[src/rtl/bin_to_gray.sv]
// Binary-to-Gray converter: combinational gray_o, plus a registered copy with a single-bit-step monitor.
// Latency: gray_o 0 cycles; gray_q/valid_q/step_err_o 1 cycle. No backpressure; valid_i only qualifies samples.
module bin_to_gray #(
   parameter int WIDTH = 5
) (
   input  logic             clock,
   input  logic             reset,
   input  logic [WIDTH-1:0] bin_i,
   input  logic             valid_i,
   output logic [WIDTH-1:0] gray_o,
   output logic [WIDTH-1:0] gray_q,
   output logic             valid_q,
   output logic             step_err_o
);

   logic             have_prev;
   logic [WIDTH-1:0] step_diff;
   logic             single_bit;

   assign gray_o = bin_i ^ (bin_i >> 1);

   // Exactly one bit set: non-zero and clearing the lowest set bit leaves nothing.
   assign step_diff  = gray_o ^ gray_q;
   assign single_bit = (step_diff != '0) && ((step_diff & (step_diff - WIDTH'(1))) == '0);

   always_ff @(posedge clock) begin
      if (reset) begin
         gray_q     <= '0;
         valid_q    <= 1'b0;
         step_err_o <= 1'b0;
         have_prev  <= 1'b0;
      end else begin
         valid_q <= valid_i;
         if (valid_i) begin
            gray_q     <= gray_o;
            have_prev  <= 1'b1;
            step_err_o <= have_prev && !single_bit;
         end
      end
   end

endmodule

[config.mk]
export PLATFORM = sky130hd
export DESIGN_NAME = bin_to_gray
export DESIGN_NICKNAME = d
export VERILOG_FILES = /design/src/rtl/bin_to_gray.sv
export SDC_FILE = /design/constraint.sdc
export NUM_CORES = 1
export LEC_CHECK = 0
export CAP_MARGIN = 15
export CORE_UTILIZATION = 36
export CTS_CLUSTER_SIZE = 10
export DETAILED_ROUTE_END_ITERATION = 10
export PLACE_DENSITY = 0.68
export SLEW_MARGIN = 20
export SYNTH_ARGS = -nofsm -noshare
export SYNTH_HDL_FRONTEND = slang
export SYNTH_SLANG_ARGS = --single-unit
export TNS_END_PERCENT = 5
[constraint.sdc]
create_clock -name clock -period 2.1 [get_ports clock]
set_clock_uncertainty 0.05 [all_clocks]
set_input_delay 0.42 -clock clock [delete_from_list [all_inputs] [get_ports clock]]
set_output_delay 0.42 -clock clock [all_outputs]
set_load 0.01 [all_outputs]
==> results of run 1 <==
[final cells by class]
cell class | count | area, sq um
fill | 133 | 547
multi-input combinational | 41 | 308
timing repair buffer | 27 | 245
sequential | 8 | 160
clock buffer | 3 | 22.5
tap | 15 | 18.8
[worst paths after layout]
check             startpoint         end  slack (ns)
setup reg to reg   gray_q[4]  step_err_o        0.55
hold reg to reg    have_prev   have_prev        0.43
setup / recovery    bin_i[4]   gray_o[4]        0.15
hold / removal     have_prev   have_prev        0.43
[cells by family (layout without fill, tap and decap cells)]
group                     Yosys count  in the layout  synth area share
AOI/OAI and AO/OA                   6              6            0.0945
xor gates and xnor gates           12             12             0.224
buffers and inverters               6             30            0.0696
DFF                                 8              8             0.318
muxes                               5              5            0.0995
and+or+nand+nor                    18             18             0.194
[worst reg2reg max path, delay by kind of cell, from the launching register on]
family	cells	cell delay, ns
simple gates	1	0.55
flops	1	0.38
compound gates	3	0.46
[stage by stage]
step | setup TNS (ns) | power, uW | std cells | setup WS (ns)
5_1_grt | 0 | 454 | 94 | 0.0966
3_5_place_dp | -0.461 | 317 | 91 | -0.121
4_1_cts | 0 | 434 | 94 | 0.145
2_1_floorplan | 0 | 250 | 55 | 0.462
3_3_place_gp | -0.450 | 316 | 91 | -0.108
6_report | 0 | 428 | 94 | 0.154
[synthesized netlist by cell type]
cell type  instances  area [sq um]
mux2i_1            5          50.1
a21o_1             2          15.0
o21ai_0            1          5.00
a211oi_1           2          15.0
or3_1              1          6.26
buf_4              1          7.51
nand3_1            1          5.00
nor4bb_1           1          10.0
clkbuf_1           2          7.51
buf_1              1          3.75
xnor2_1            2          17.5
xor2_2             1          16.3
nand2b_1           1          6.26
nor2_1             8          30.0
xor2_1             9          78.8
a211oi_2           1          12.5
dfxtp_1            8           160
nand4b_1           1          8.76
buf_6              1          11.3
nor2b_1            1          6.26
nand2_1            2          7.51
and4b_1            1          10.0
or4_1              1          7.51
clkbuf_2           1          5.00
[flip-flops by register name, indices dropped and copies added, names as in the netlist]
signal / count
gray_q: 5
have_prev: 1
step_err_o: 1
valid_q: 1
[report_power, final]
part / internal [uW] / switching (uW)
Sequential: 163 / 10.8
Combinational: 77.1 / 57.0
Clock: 65.6 / 54.7
Total: 305 / 122
[routing by layer]
| metal | global-route usage | part of all wire | up-vias |
|---|---|---|---|
| met2 | 0.238 | 0.45 | 15 |
| met5 | 0 | 0 | - |
| li1 | - | - | 232 |
| met1 | 0.171 | 0.46 | 197 |
| met3 | 0.0852 | 0.082 | 2 |
| met4 | 0.0259 | 0.0061 | 0 |
[timing repair]
item | 4_1_cts | 5_1_grt
hold buffers | 0 | 0
gates resized for setup | 4 | 0
setup endpoints to repair | 4 | 0
buffers inserted | 0 | 0
==> out/results.tsv, run 1 <==
stage	metric	value	unit
route	Initial DRT Pass Iterations	4	
floorplan	Chip Width	39.4	microns
critical_path	Top delay family on crit path	buffers and inverters	
grt	initial antenna violation count	0	
floorplan	core outline area	1300	sq um
critical_path	crit path max fanout	3	
final_layout	most common cell after layout, fill and taps aside	clkdlybuf4s50_1	
grt	first-pass GRT wire length	1.44	mm
grt	Tot GR Track Use	0.148	
route	vias	446	
timing	RSZ-0062 raised after global routing	false	
floorplan	# IOs	20	
route	remaining antenna violation count	0	
final_layout	Final Core Density	0.580	
synth	Seq/Total Area, Yosys	0.318	
final_layout	most frequent cells in the layout	clkdlybuf4s50_1, xor2_1, nor2_1, dfxtp_1, buf_4	
outcome	status	finished clean	
clock_network	CTS HTree Levels	1	
timing	final hold violation count	0	
critical_path	WP depth	2	
power	Power Density	567	nW/um^2
grt	vias in the first global route	347	
placed_design	Placed Area	737	sq um
critical_path	Worst EP required	1.63	ns
grt	largest net degree at the start of global routing	10	
timing	FMAX	0.514	GHz
final_layout	share of cells above drive strength 1	0.165	
grt	GRT Residual Overflow	0	
critical_path	crit end category	primary output	
hold_path	Hold Path Class	register to register	
floorplan	Rows	13	
route	1st-iter DRT viols	4	
floorplan	Die ar.	1550	sq um
clock_network	CTS Buf Count	3	
route	Routed WL	978	microns
placed_design	PortBufs	19	
power	VDD IR-drop max	318	uV
timing	slew of the pin with the lowest slew margin	0.342	ns
clock_network	Max Root-Sink Buffers	2	
final_layout	P&R area growth vs syn	50.0	%
critical_path	R2R depth	4	
critical_path	Critical Path, Cell by Cell	clkdlybuf4s50_1 -> clkdlybuf4s50_1	
clock_network	sinks on the clock net	8	
timing	Rel. slew slack	0.771	
route	DRC viols	0	
critical_path	Critical-path top delay cell	clkdlybuf4s50_1	
synth	synth unique cells	24	
floorplan	initial core utilization	0.387	
final_layout	diode count	0	
synth	Synth Instances	55	
synth	syn_nets	63	
critical_path	CP Class	input port to primary output	
final_layout	layout net count	89	
final_layout	Finished Cell Area	754	sq um
critical_path	most used cell, CP	clkdlybuf4s50_1	
route	drt via density	4.74	
synth	Synth Warn #	0	
clock_network	Clock Latency Late Sink	0.25	ns
critical_path	Buf/Inv on CP	2	
floorplan	die height	39.4	microns
timing	fin crit share	0.927	
clock_network	CTS tree	done	
synth	Synth Cell Area	503	sq um
power	leakage power	0.000327	uW
critical_path	Largest stage delay, worst path	0.55	ns
placed_design	gpl congestion	0.674	
synth	Seq cells post-synth	8	
clock_network	CTS clk-pin slew, worst paths	0.06	ns
clock_network	clock root cell	clkbuf_4	
timing	Final Hold Slack	0.425	ns
placed_design	Final HPWL DP	750	microns
route	WL/cell	10.4	microns
timing	max-slew violation count	0	
timing	post-route minimum period	1.95	ns
run	max_cap viols	0	
critical_path	Arr. time, crit path	1.48	ns
hold_path	worst hold stages	2	
synth	average size of a mapped cell	9.15	sq um
timing	# setup viols final	0	
critical_path	CP Launch Type	input port	
Note: power is estimated with default switching activity, not from simulation.
==> inputs of run 2 (changes only) <==
Settings changed: CORE_MARGIN set to 4.
==> out/results.tsv, run 2 (synthesis gave the netlist of run 1 again) <==
stage	metric	value	unit	change
floorplan	# IOs	20		unchanged
placed_design	gpl congestion	0.628		-6.9%
grt	first-pass GRT wire length	1.88	mm	+31%
clock_network	Max Root-Sink Buffers	2		unchanged
clock_network	sinks on the clock net	8		unchanged
floorplan	Chip Width	45.4	microns	+15%
final_layout	Largest Register	gray_q		
clock_network	CTS HTree Levels	1		unchanged
floorplan	Die ar.	2060	sq um	+33%
route	DRC viols	0		unchanged
timing	# setup viols final	0		unchanged
route	1st-iter DRT viols	2		-2
run	max_cap viols	0		unchanged
grt	Tot GR Track Use	0.130		-0.0185
timing	Rel. slew slack	0.774		+0.00238
hold_path	Hold Path Class	register to register		
power	Power Density	563	nW/um^2	-0.73%
placed_design	PortBufs	19		unchanged
floorplan	core outline area	1300	sq um	unchanged
timing	final hold violation count	0		unchanged
clock_network	Clock Latency Late Sink	0.25	ns	about the same
final_layout	Reg area	160	sq um	unchanged
final_layout	share of cells above drive strength 1	0.185		+0.0206
final_layout	Final Core Density	0.591		+0.0115
floorplan	initial core utilization	0.387		unchanged
grt	GRT Residual Overflow	0		unchanged
outcome	status	finished clean		
grt	vias in the first global route	434		+25%
route	remaining antenna violation count	0		unchanged
power	leakage power	0.000337	uW	+2.9%
timing	FMAX	0.493	GHz	-4.1%
critical_path	Critical Path, Cell by Cell	clkdlybuf4s50_1 -> buf_4 -> clkdlybuf4s50_1		
route	Routed WL	1.03	mm	+5.3%
power	VDD IR-drop max	304	uV	-4.5%
timing	RSZ-0062 raised after global routing	false		
timing	Final Hold Slack	0.423	ns	-0.00222 ns
clock_network	CTS tree	done		
critical_path	Worst EP required	1.63	ns	about the same
final_layout	Multi-input gate area	308	sq um	unchanged
grt	initial antenna violation count	0		unchanged
final_layout	Finished Cell Area	769	sq um	+2.0%
floorplan	die height	45.4	microns	+15%
critical_path	R2R depth	4		unchanged
placed_design	Final HPWL DP	811	microns	+8.1%
timing	post-route minimum period	2.03	ns	+0.0839 ns
hold_path	worst hold stages	2		unchanged
critical_path	crit end category	primary output		
final_layout	most common cell after layout, fill and taps aside	clkdlybuf4s50_1		
route	Initial DRT Pass Iterations	2		-2
critical_path	Arr. time, crit path	1.56	ns	+0.08 ns
final_layout	Filler Cells Inserted	132		-0.75%
final_layout	diode count	0		unchanged
floorplan	Rows	13		unchanged
critical_path	most used cell, CP	clkdlybuf4s50_1		
final_layout	P&R area growth vs syn	53.0	%	
final_layout	most frequent cells in the layout	clkdlybuf4s50_1, buf_4, xor2_1		
final_layout	layout net count	91		+2.2%
critical_path	CP Class	input port to primary output		
final_layout	number of flip-flops in the largest register	5		unchanged
critical_path	CP Launch Type	input port		
critical_path	crit path max fanout	3		unchanged
route	drt via density	4.80		+1.2%
clock_network	clock root cell	clkbuf_4		
timing	fin crit share	0.967		+0.0399
placed_design	DP Worst Slack	-0.0976	ns	+0.0232 ns
route	vias	461		+3.4%
timing	max-slew violation count	0		unchanged
clock_network	CTS Hold Buffers Added	0		unchanged
timing	setup ws final	0.0699	ns	-0.0839 ns
timing	slew of the pin with the lowest slew margin	0.338	ns	-0.00355 ns
grt	largest net degree at the start of global routing	10		unchanged
clock_network	CTS clk-pin slew, worst paths	0.05	ns	about the same
critical_path	Largest stage delay, worst path	0.52	ns	-0.03 ns
route	WL/cell	10.7	microns	+3.1%
clock_network	CTS Buf Count	3		unchanged
critical_path	Critical-path top delay cell	clkdlybuf4s50_1		
placed_design	Placed Area	752	sq um	+2.0%
[run 2: area by class of cell]
type / count / area share
Timing Repair Buffer: 29 / 0.338
Clock buffer: 3 / 0.0293
Tap cell: 15 / 0.0244
Sequential cell: 8 / 0.208
Multi-Input combinational cell: 41 / 0.400
[run 2: layer usage]
layer | wire, microns | global-route usage | vias to the layer above
met4 | 0 | 0.0526 | 0
met2 | 490 | 0.187 | 15
met3 | 75 | 0.0632 | 0
li1 | - | - | 242
met5 | 0 | 0 | -
met1 | 464 | 0.163 | 204
[run 2: final timing paths]
path / endpoint / slack, ns / startpoint
worst min register to register: have_prev / 0.42 / have_prev
worst max-delay path: gray_o[4] / 0.07 / bin_i[4]
worst min-delay path: have_prev / 0.42 / have_prev
worst max register to register: step_err_o / 0.57 / gray_q[4]
[run 2: stage by stage]
stage,setup TNS (ns),power (uW),cells
2_1_floorplan,0,250,55
3_3_place_gp,-0.399,322,93
3_5_place_dp,-0.389,322,93
4_1_cts,0,444,96
5_1_grt,0,465,96
6_report,0,433,96
[run 2: critical path: cells and delay by family]
family / cells / cell delay, ns
buf+inv: 3 / 1.13
[run 2: report_power, final]
part | total, uW | leakage (uW) | internal [uW] | switching [uW]
Combinational | 138 | 0.000257 | 81.0 | 57.3
Clock | 121 | 0.0000138 | 65.7 | 55.7
Sequential | 173 | 0.0000662 | 163 | 10.7
Total | 433 | 0.000337 | 309 | 124
[run 2: timing repair]
action                                 4_1_cts  5_1_grt
resized for setup                            4        0
setup buffers                                0        0
setup endpoints to repair                    4        0
endpoints found under the hold margin        0        0
